### src/rtl/demux_2to4_l1.sv
// Level-1 receive demux: two interleaved byte streams split into four byte lanes.
// Optional DEMUX_L1_REALIGN_EN: a fully invalid pair drops a slice back to UNALIGNED.

module demux_l1_slice (
    input  logic       clk_2f,
    input  logic       reset,
    input  logic [7:0] data_in,
    input  logic       valid_in,
    output logic [7:0] data_even,
    output logic [7:0] data_odd,
    output logic       valid_even,
    output logic       valid_odd,
    output logic       aligned
);
    typedef enum logic {UNALIGNED = 1'b0, ALIGNED = 1'b1} state_t;

    state_t     state;
    logic       slot;
    logic [7:0] hold_d;
    logic       hold_v;

    always_ff @(posedge clk_2f or posedge reset) begin
        if (reset) begin
            state      <= UNALIGNED;
            slot       <= 1'b0;
            hold_d     <= 8'h00;
            hold_v     <= 1'b0;
            data_even  <= 8'h00;
            data_odd   <= 8'h00;
            valid_even <= 1'b0;
            valid_odd  <= 1'b0;
            aligned    <= 1'b0;
        end else if (state == UNALIGNED) begin
            // The aligning byte occupies slot 0, so the next cycle is slot 1.
            if (valid_in) begin
                state   <= ALIGNED;
                aligned <= 1'b1;
                slot    <= 1'b1;
                hold_d  <= data_in;
                hold_v  <= 1'b1;
            end
        end else if (!slot) begin
            hold_d <= data_in;
            hold_v <= valid_in;
            slot   <= 1'b1;
        end else begin
            data_even  <= hold_d;
            valid_even <= hold_v;
            data_odd   <= data_in;
            valid_odd  <= valid_in;
            slot       <= 1'b0;
`ifdef DEMUX_L1_REALIGN_EN
            if (!hold_v && !valid_in) begin
                state   <= UNALIGNED;
                aligned <= 1'b0;
            end
`endif
        end
    end
endmodule

module demux_2to4_l1 (
    input  logic       clk_2f,
    input  logic       reset,
    input  logic [7:0] data_in1,
    input  logic       valid_in1,
    input  logic [7:0] data_in2,
    input  logic       valid_in2,
    output logic [7:0] data_out0,
    output logic [7:0] data_out1,
    output logic [7:0] data_out2,
    output logic [7:0] data_out3,
    output logic       valid_out0,
    output logic       valid_out1,
    output logic       valid_out2,
    output logic       valid_out3,
    output logic       aligned1,
    output logic       aligned2
);
    localparam int NUM_STREAMS = 2;

    logic [NUM_STREAMS-1:0][7:0] din;
    logic [NUM_STREAMS-1:0]      vin;
    logic [NUM_STREAMS-1:0][7:0] dev, dod;
    logic [NUM_STREAMS-1:0]      vev, vod, algn;

    assign din = {data_in2, data_in1};
    assign vin = {valid_in2, valid_in1};

    // Slices are fully independent; no cross-stream alignment is attempted.
    for (genvar s = 0; s < NUM_STREAMS; s++) begin : g_slice
        demux_l1_slice u_slice (
            .clk_2f    (clk_2f),
            .reset     (reset),
            .data_in   (din[s]),
            .valid_in  (vin[s]),
            .data_even (dev[s]),
            .data_odd  (dod[s]),
            .valid_even(vev[s]),
            .valid_odd (vod[s]),
            .aligned   (algn[s])
        );
    end

    assign data_out0  = dev[0];
    assign data_out1  = dod[0];
    assign data_out2  = dev[1];
    assign data_out3  = dod[1];
    assign valid_out0 = vev[0];
    assign valid_out1 = vod[0];
    assign valid_out2 = vev[1];
    assign valid_out3 = vod[1];
    assign aligned1   = algn[0];
    assign aligned2   = algn[1];
endmodule

### config.mk
export PLATFORM = sky130hd
export DESIGN_NAME = demux_2to4_l1
export DESIGN_NICKNAME = d
export VERILOG_FILES = /design/src/rtl/demux_2to4_l1.sv
export SDC_FILE = /design/constraint.sdc
export NUM_CORES = 1
export LEC_CHECK = 0
export CAP_MARGIN = 20
export CORE_MARGIN = 2
export CORE_UTILIZATION = 30
export DETAILED_ROUTE_END_ITERATION = 8
export PLACE_DENSITY = 0.51
export SKIP_CTS_REPAIR_TIMING = 1
export SYNTH_ARGS = -nofsm -noshare
export SYNTH_HDL_FRONTEND = slang
export SYNTH_SLANG_ARGS = --single-unit
### constraint.sdc
create_clock -name clk_2f -period 1.9 [get_ports clk_2f]
set_input_delay 0.19 -clock clk_2f [delete_from_list [all_inputs] [get_ports clk_2f]]
set_output_delay 0.19 -clock clk_2f [all_outputs]
set_load 0.005 [all_outputs]
==> results of run 1 <==
power by group:
part	internal (mW)	total, mW	switching [mW]	leakage [nW]
combinational	0.600	0.858	0.259	0.555
clock	0.768	1.23	0.465	0.113
sequential	1.54	1.68	0.142	0.696
total	2.90	3.77	0.866	1.36
worst register-to-register path: stages (launching register included):
cell,delay [ns]
dfrtp_1,0.43
inv_1,0.10
o21ai_4,0.33
mux2_2,0.38
flip-flops by register name (all words and copies together) (netlist names):
name                        count
g_slice.u_slice.data_even      16
g_slice.u_slice.data_odd       16
g_slice.u_slice.hold_d         16
g_slice.u_slice.aligned         2
g_slice.u_slice.hold_v          2
g_slice.u_slice.slot            2
g_slice.u_slice.state           2
g_slice.u_slice.valid_even      2
g_slice.u_slice.valid_odd       2
per-stage QoR:
stage / util, % / instances / hold slack [ns]
floorplan: - / 138 / 0.307
global placement: 40.6 / 292 / 0.441
finish: 43.5 / 308 / 0.242
detailed placement: 40.6 / 292 / 0.462
CTS: 43.5 / 308 / 0.241
global route: 43.5 / 308 / 0.288
final cells by class:
cell class | instances | area (sq um)
clock buffer | 11 | 141
clock inverter | 5 | 75.1
fill | 652 | 4140
inverter | 4 | 15.0
multi-input combinational | 70 | 736
sequential | 60 | 1500
tap | 99 | 124
timing repair buffer | 59 | 598
synthesized netlist by cell type (2+ instances only):
| cell type | instances |
|---|---|
| dfrtp_1 | 60 |
| a21oi_1 | 2 |
| o21a_1 | 2 |
| o21ai_0 | 2 |
| buf_2 | 2 |
| mux2_4 | 8 |
| nand2_1 | 2 |
| buf_6 | 2 |
| inv_1 | 4 |
| mux2_2 | 43 |
| nor2_1 | 2 |
| nand2b_1 | 2 |
cell families after synthesis:
logic type	after synthesis	synth area share (%)
AO/OA/AOI/OAI	8	2.57
buffers and inverters	8	2.08
flip-flops	60	65.7
multiplexers	52	26.9
AND/OR/NAND/NOR	10	2.74
final timing paths:
| path | from | to | slack, ns | depth (start not counted) |
|---|---|---|---|---|
| setup / recovery | g_slice[1].u_slice.data_even[5] | data_out2[5] | 0.51 | 1 |
| min in group clk_2f | g_slice[0].u_slice.aligned | g_slice[0].u_slice.aligned | 0.48 | 1 |
| max in group asynchronous | reset | g_slice[1].u_slice.data_odd[3] | 1.40 | 3 |
| hold / removal | reset | g_slice[0].u_slice.data_odd[7] | 0.24 | 3 |
| hold reg to reg | g_slice[0].u_slice.aligned | g_slice[0].u_slice.aligned | 0.48 | 1 |
| setup reg to reg | g_slice[0].u_slice.state | g_slice[0].u_slice.hold_d[3] | 0.55 | 3 |
per-layer routing:
metal / track usage [%] / routed length, um
met5: 0 / 0
met4: 6.06 / 29
met3: 3.73 / 289
met2: 17.9 / 2020
met1: 13.2 / 1850
==> results by stage, run 1 <==
Status:
- The run finished with clean final reports.

Critical path:
- STA puts the critical path data arrival time at 1.20 ns.
- On the critical path the largest part of the delay comes from buffers and inverters.
- Walking the worst path, the cells encountered are clkdlybuf4s50_1.
- STA classifies the critical path startpoint as a register.
- The endpoint required time on the critical path is 1.71 ns.
- In this run the worst path has a maximum fanout of 2.
- On the critical path, the stage with the largest delay is an instance of clkdlybuf4s50_1.
- The kind of end point of the critical path is an output port.
- The buffering stage count on the worst path with inverters included is 1.
- The longest individual stage delay on the worst path is 0.52 ns.
- By startpoint and endpoint, the worst setup path is classified as reg2out.

Power and ir drop:
- The total power density per cell area is 1180 mW/mm^2.
- The analysis attributes to cell leakage a power of 1.36 nW.
- After layout, the design draws a total of 3.77 mW.
- IR analysis of the VDD net gives a maximum drop of 0.458 mV.

Clock network:
- The clock reaches the later pin of the worst-skew pair after 0.32 ns.
- The total clock sinks is 60.
- Counting the buffers created by CTS gives 9.
- The deepest clock path buffer count is 2.
- After clock tree synthesis, the clock-pin slew on the worst setup and hold paths is 0.06 ns.
- The tree is rooted in a clkbuf_8.
- The clock tree from TritonCTS is done.
- CTS built an H-tree with a depth of 3.

Die:
- The die outline width is 91.3 um.
- The floorplan step defined a die boundary enclosing 0.00833 sq mm.
- The area of the core region is 0.00733 sq mm.
- The vertical extent of the die is 91.3 um.
- The boundary pin count is 58.
- The starting density of the core is 31.2%.
- The placement row count is 31.

Final layout:
- In the layout the commonest cells are dfrtp_1 (60), clkdlybuf4s50_1 (57), mux2_2 (43).
- The most common cell after layout, fill and taps aside is dfrtp_1.
- The post-route cell area is 0.00319 sq mm.
- The number of nets in the layout is 224.
- The total inserted antenna cells is 0.
- In the final layout, the share of cells above drive strength 1 is 35.4%.
- From synthesis to final layout, the design area changed by 39.6%.

Timing:
- Adding up every negative setup slack in the final design gives 0 ns.
- The largest clock skew in the final design is 0.00405 ns.
- The setup violation total in the final timing report is 0.
- The worst setup slack after layout is 0.506 ns.
- Static timing analysis puts the maximum clock frequency at 0.717 GHz.
- The minimum clock period is 1.39 ns.
- The max-slew violation count is 0.
- The final hold violation count is 0.
- Setup repair after global routing left no endpoint under its margin.
- The worst-margin pin slew is 0.350 ns.
- The worst max-slew margin expressed relative to the limit is 76.6%.
- The final critical-path share of the clock period is 73.4%.

Placement:
- The cell area after placement is 0.00297 sq mm.
- Prior to clock tree synthesis, the placed netlist has a worst setup slack of 0.335 ns.
- Buffers placed on the I/O ports in this run total 57.
- The routability-driven placement congestion ratio is 0.705.
- The detailed placement HPWL is 2.91 mm.

GRT:
- The number of global-route vias before repair was 1504.
- For this run the aggregate overflow at the end of global routing stands at 0.
- The pin count of the biggest net entering global routing is 61.
- The first global-routing pass estimated 7.20 mm of wire.
- Global routing used 11.2% of the available tracks.
- The initial antenna violation count is 0.

Detailed routing:
- For this block, the routed nets add up to 4.19 mm of wire.
- The detailed router finished its first iteration with 58 violations.
- The total number of vias is 1319.
- The total DRC errors in the routed layout is 0.
- The wire length per cell after detailed routing is 13.6 um.
- After detailed routing, the number of vias per cell comes to 4.28.
- The first detailed-routing pass ran for 4 iterations.
- The number of antenna-violating nets in the routed design is 0.

Logic synthesis:
- The number of synthesized register bits is 60.
- After synthesis the cells add up to 0.00228 sq mm.
- For this run, the leading register cell type out of synthesis is dfrtp_1.
- The share of async-settable or async-resettable flops after synthesis is 100%.
- The share of the yosys chip area belonging to registers is 65.7%.
- The distinct cell type count after synthesis is 19.
- The biggest area consumer among synthesized cells is dfrtp_1.
- The mean instance size in the synthesized netlist is 16.6 sq um.
- The number of nets produced by synthesis is 158.
- In the post-synthesis netlist, the biggest area contributors are dfrtp_1 (66%), mux2_2 (21%), mux2_4 (5.3%), buf_6 (0.99%), o21ai_4 (0.71%).
- The count of flip-flops with a built-in enable after synthesis is 0.
- The share of the synthesized area in the top cell type is 65.7%.
- After technology mapping, the gate count stands at 138.
- Yosys printed 0 warnings.

Hold path:
- The path class of the tightest hold or removal check is in2async.

Run:
- The tool flagged a number of max-cap violations equal to 0.
(Power assumes the default switching activity.)
==> run 2: changes to the inputs <==
==> constraint.sdc (replaced) <==
create_clock -name clk_2f -period 1.37 [get_ports clk_2f]
set_input_delay 0.137 -clock clk_2f [delete_from_list [all_inputs] [get_ports clk_2f]]
set_output_delay 0.137 -clock clk_2f [all_outputs]
set_load 0.005 [all_outputs]
==> results by stage, run 2 (synthesis results as in run 1) <==
Status:
- The flow ran to the end, and the final reports show no timing, DRC or antenna violations.

GRT:
- The number of global-route vias before repair is 1503.
- The first-pass GRT wire length is 7.26 mm.
- The total grt overflow is 0.
- The combined global-route utilization of all metal layers is 11.4%.
- The pin count of the biggest net entering global routing is 61.
- The initial antenna violation count came to 0.

Power and ir drop:
- The total power density per cell area is 1600 mW/mm^2.
- The worst-case IR drop observed on VDD is 0.538 mV.
- Power comes to 5.25 mW.
- The leakage power of the design is 1.48 nW.

Critical path:
- Together, buffers and inverters on the worst path number 1.
- The startpoint of the worst-slack reg-to-reg timing path is g_slice[0].u_slice.slot.
- The longest individual stage delay on the worst path is 0.50 ns.
- The critical path startpoint is g_slice[0].u_slice.data_even[6].
- The family of cells with the greatest summed delay on the critical path is buffers and inverters.
- The worst setup path is captured at an output port.
- For flop-to-flop paths, the worst setup slack is 0.09 ns.
- Along the worst path, the maximum fanout reaches 2.
- The cell with the largest stage delay on the worst path is clkdlybuf4s50_1.
- The arrival time of the worst setup path is 1.19 ns.
- The worst setup path is launched from a register.
- Data on the critical path is required at its endpoint by 1.23 ns.
- Traced cell by cell, the critical path runs through clkdlybuf4s50_1.
- The category of the most critical setup path is reg2out.

Detailed routing:
- The number of antenna-violating nets in the routed design is 0.
- After detailed routing, the number of remaining DRC violations is 0.
- The routed layout has 1339 vias.
- The iteration count of the initial detailed-routing pass is 4.
- The DRC violation total after the first TritonRoute iteration is 14.
- In the final routed layout, each cell accounts on average for 13.7 um.
- After detailed routing, the total wire length is 4.30 mm.
- The via count normalized by instance count is 4.26.

Timing:
- The worst setup slack after layout is 0.0384 ns.
- The final critical-path share of the clock period is 97.2%.
- For the pin with the worst max-slew slack, the measured transition is 0.338 ns.
- Setup repair after global routing left no endpoint under its margin.
- Clock skew on the completed layout was measured at 0.00761 ns.
- The final hold violation count is 0.
- The highest clock frequency the design can meet is 0.751 GHz.
- Headroom to the max-slew limit came out at 77.4%.
- In the final timing run, aggregate negative setup slack is 0 ns.
- The max-slew violation count is 0.
- For the finished layout, the period the worst path requires is 1.33 ns.
- Setup violations remaining at the end of the flow were counted as 0.

Die:
- The floorplan step set the die width to 91.3 um.
- The region available for standard cell placement spans 0.00733 sq mm.
- The placement row count is 31.
- For this design the top-level I/O count stands at 58.
- The die is 91.3 um tall.
- The floorplan step defined a die boundary enclosing 0.00833 sq mm.
- The initial utilization of the core area, before any placement, comes to 31.2%.

Placement:
- The routability-driven placement congestion ratio is 0.721.
- The number of placed instances, taps included is 296.
- The worst-case setup slack after placement is -0.107 ns.
- Summed over all nets, the half-perimeter wirelength after detailed placement is 2.93 mm.
- The count of port buffers added during placement is 57.

Final layout:
- The number of nets in the layout is 230.
- In the layout the commonest cells are dfrtp_1 (60), clkdlybuf4s50_1 (47), mux2_2 (43).
- The total inserted antenna cells is 0.
- Of the cells placed in the final design, the portion with a size suffix greater than 1 is 37.2%.
- The largest registers in the layout are g_slice.u_slice.data_even x16, g_slice.u_slice.data_odd x16, g_slice.u_slice.hold_d x16.
- The final cell count without fillers is 314.
- The fill cell total of the finished layout is 640.
- The register area is 0.00150 sq mm.
- The area of the multi-input gates is 736 sq um.
- At the end of the flow the core is filled with cells to 44.7%.
- Compared with the post-synthesis result, the final layout area differs by 43.4%.
- Leaving out fill and tap cells, the most frequent cell in the layout is dfrtp_1.

Clock network:
- Counting along the longest clock path gives a buffer depth of 2.
- The TritonCTS buffer count is 9.
- In this run the number of H-tree levels came out at 3.
- After clock tree synthesis, the clock-pin slew on the worst setup and hold paths is 0.07 ns.
- The latest clock arrival within the worst-skew pair is 0.32 ns.
- The clock tree from TritonCTS is done.
- The master cell of the clock root buffer is clkbuf_8.
- For this design, the sink count on the clock tree is 60.

Run:
- Max-cap violations in this run came to 0.

Hold path:
- The min-delay analysis places its worst path in the category in2async.
-- run 2: cell count changes in the layout (fill, tap and decap cells not counted) --
cell,before,now
inv_2,1,0
clkdlybuf4s50_1,57,47
clkinvlp_4,0,1
buf_12,1,2
buf_4,1,6
dlymetal6s2s_1,0,10
-- run 2: area by class of cell --
cell class / instances / share of cell area (%)
well taps: 99 / 3.78
inverters: 4 / 0.573
multi-input cells: 70 / 22.5
flip-flops and latches: 60 / 45.8
repair buffers: 65 / 20.8
clock inverters: 5 / 2.29
clock buffers: 11 / 4.31
-- run 2: power breakdown --
group	internal (mW)	switching (mW)	leakage, nW	total [mW]
clock network	1.06	0.649	0.113	1.71
logic	0.840	0.364	0.675	1.20
registers	2.13	0.199	0.696	2.33
total	4.04	1.21	1.48	5.25
-- run 2: tightest hold or removal path, stage by stage --
cell	delay, ns
clkdlybuf4s50_1	0.44
clkinvlp_4	0.09
buf_12	0.29
-- run 2: final timing paths --
kind,cells after the start,endpoint
worst max register to register,2,g_slice[0].u_slice.hold_d[1]
worst max-delay path,1,data_out0[6]
max in group asynchronous,3,g_slice[1].u_slice.data_odd[0]
worst min register to register,1,g_slice[1].u_slice.aligned
worst min-delay path,3,g_slice[0].u_slice.valid_odd
min in group clk_2f,1,g_slice[1].u_slice.aligned
-- run 2: per-stage QoR --
stage / hold slack [ns] / instance area (sq um)
2_1_floorplan: 0.243 / 2290
3_3_place_gp: 0.441 / 3020
3_5_place_dp: 0.444 / 3020
4_1_cts: 0.242 / 3240
5_1_grt: 0.283 / 3280
6_report: 0.247 / 3280
-- run 2: metal layers --
metal | GRT usage, % | vias to the layer above | share of wire (%)
li1 | - | 626 | -
met1 | 13.7 | 654 | 44
met2 | 17.7 | 50 | 47
met3 | 4.32 | 9 | 7.8
met4 | 5.68 | 0 | 1.6
met5 | 0 | - | 0
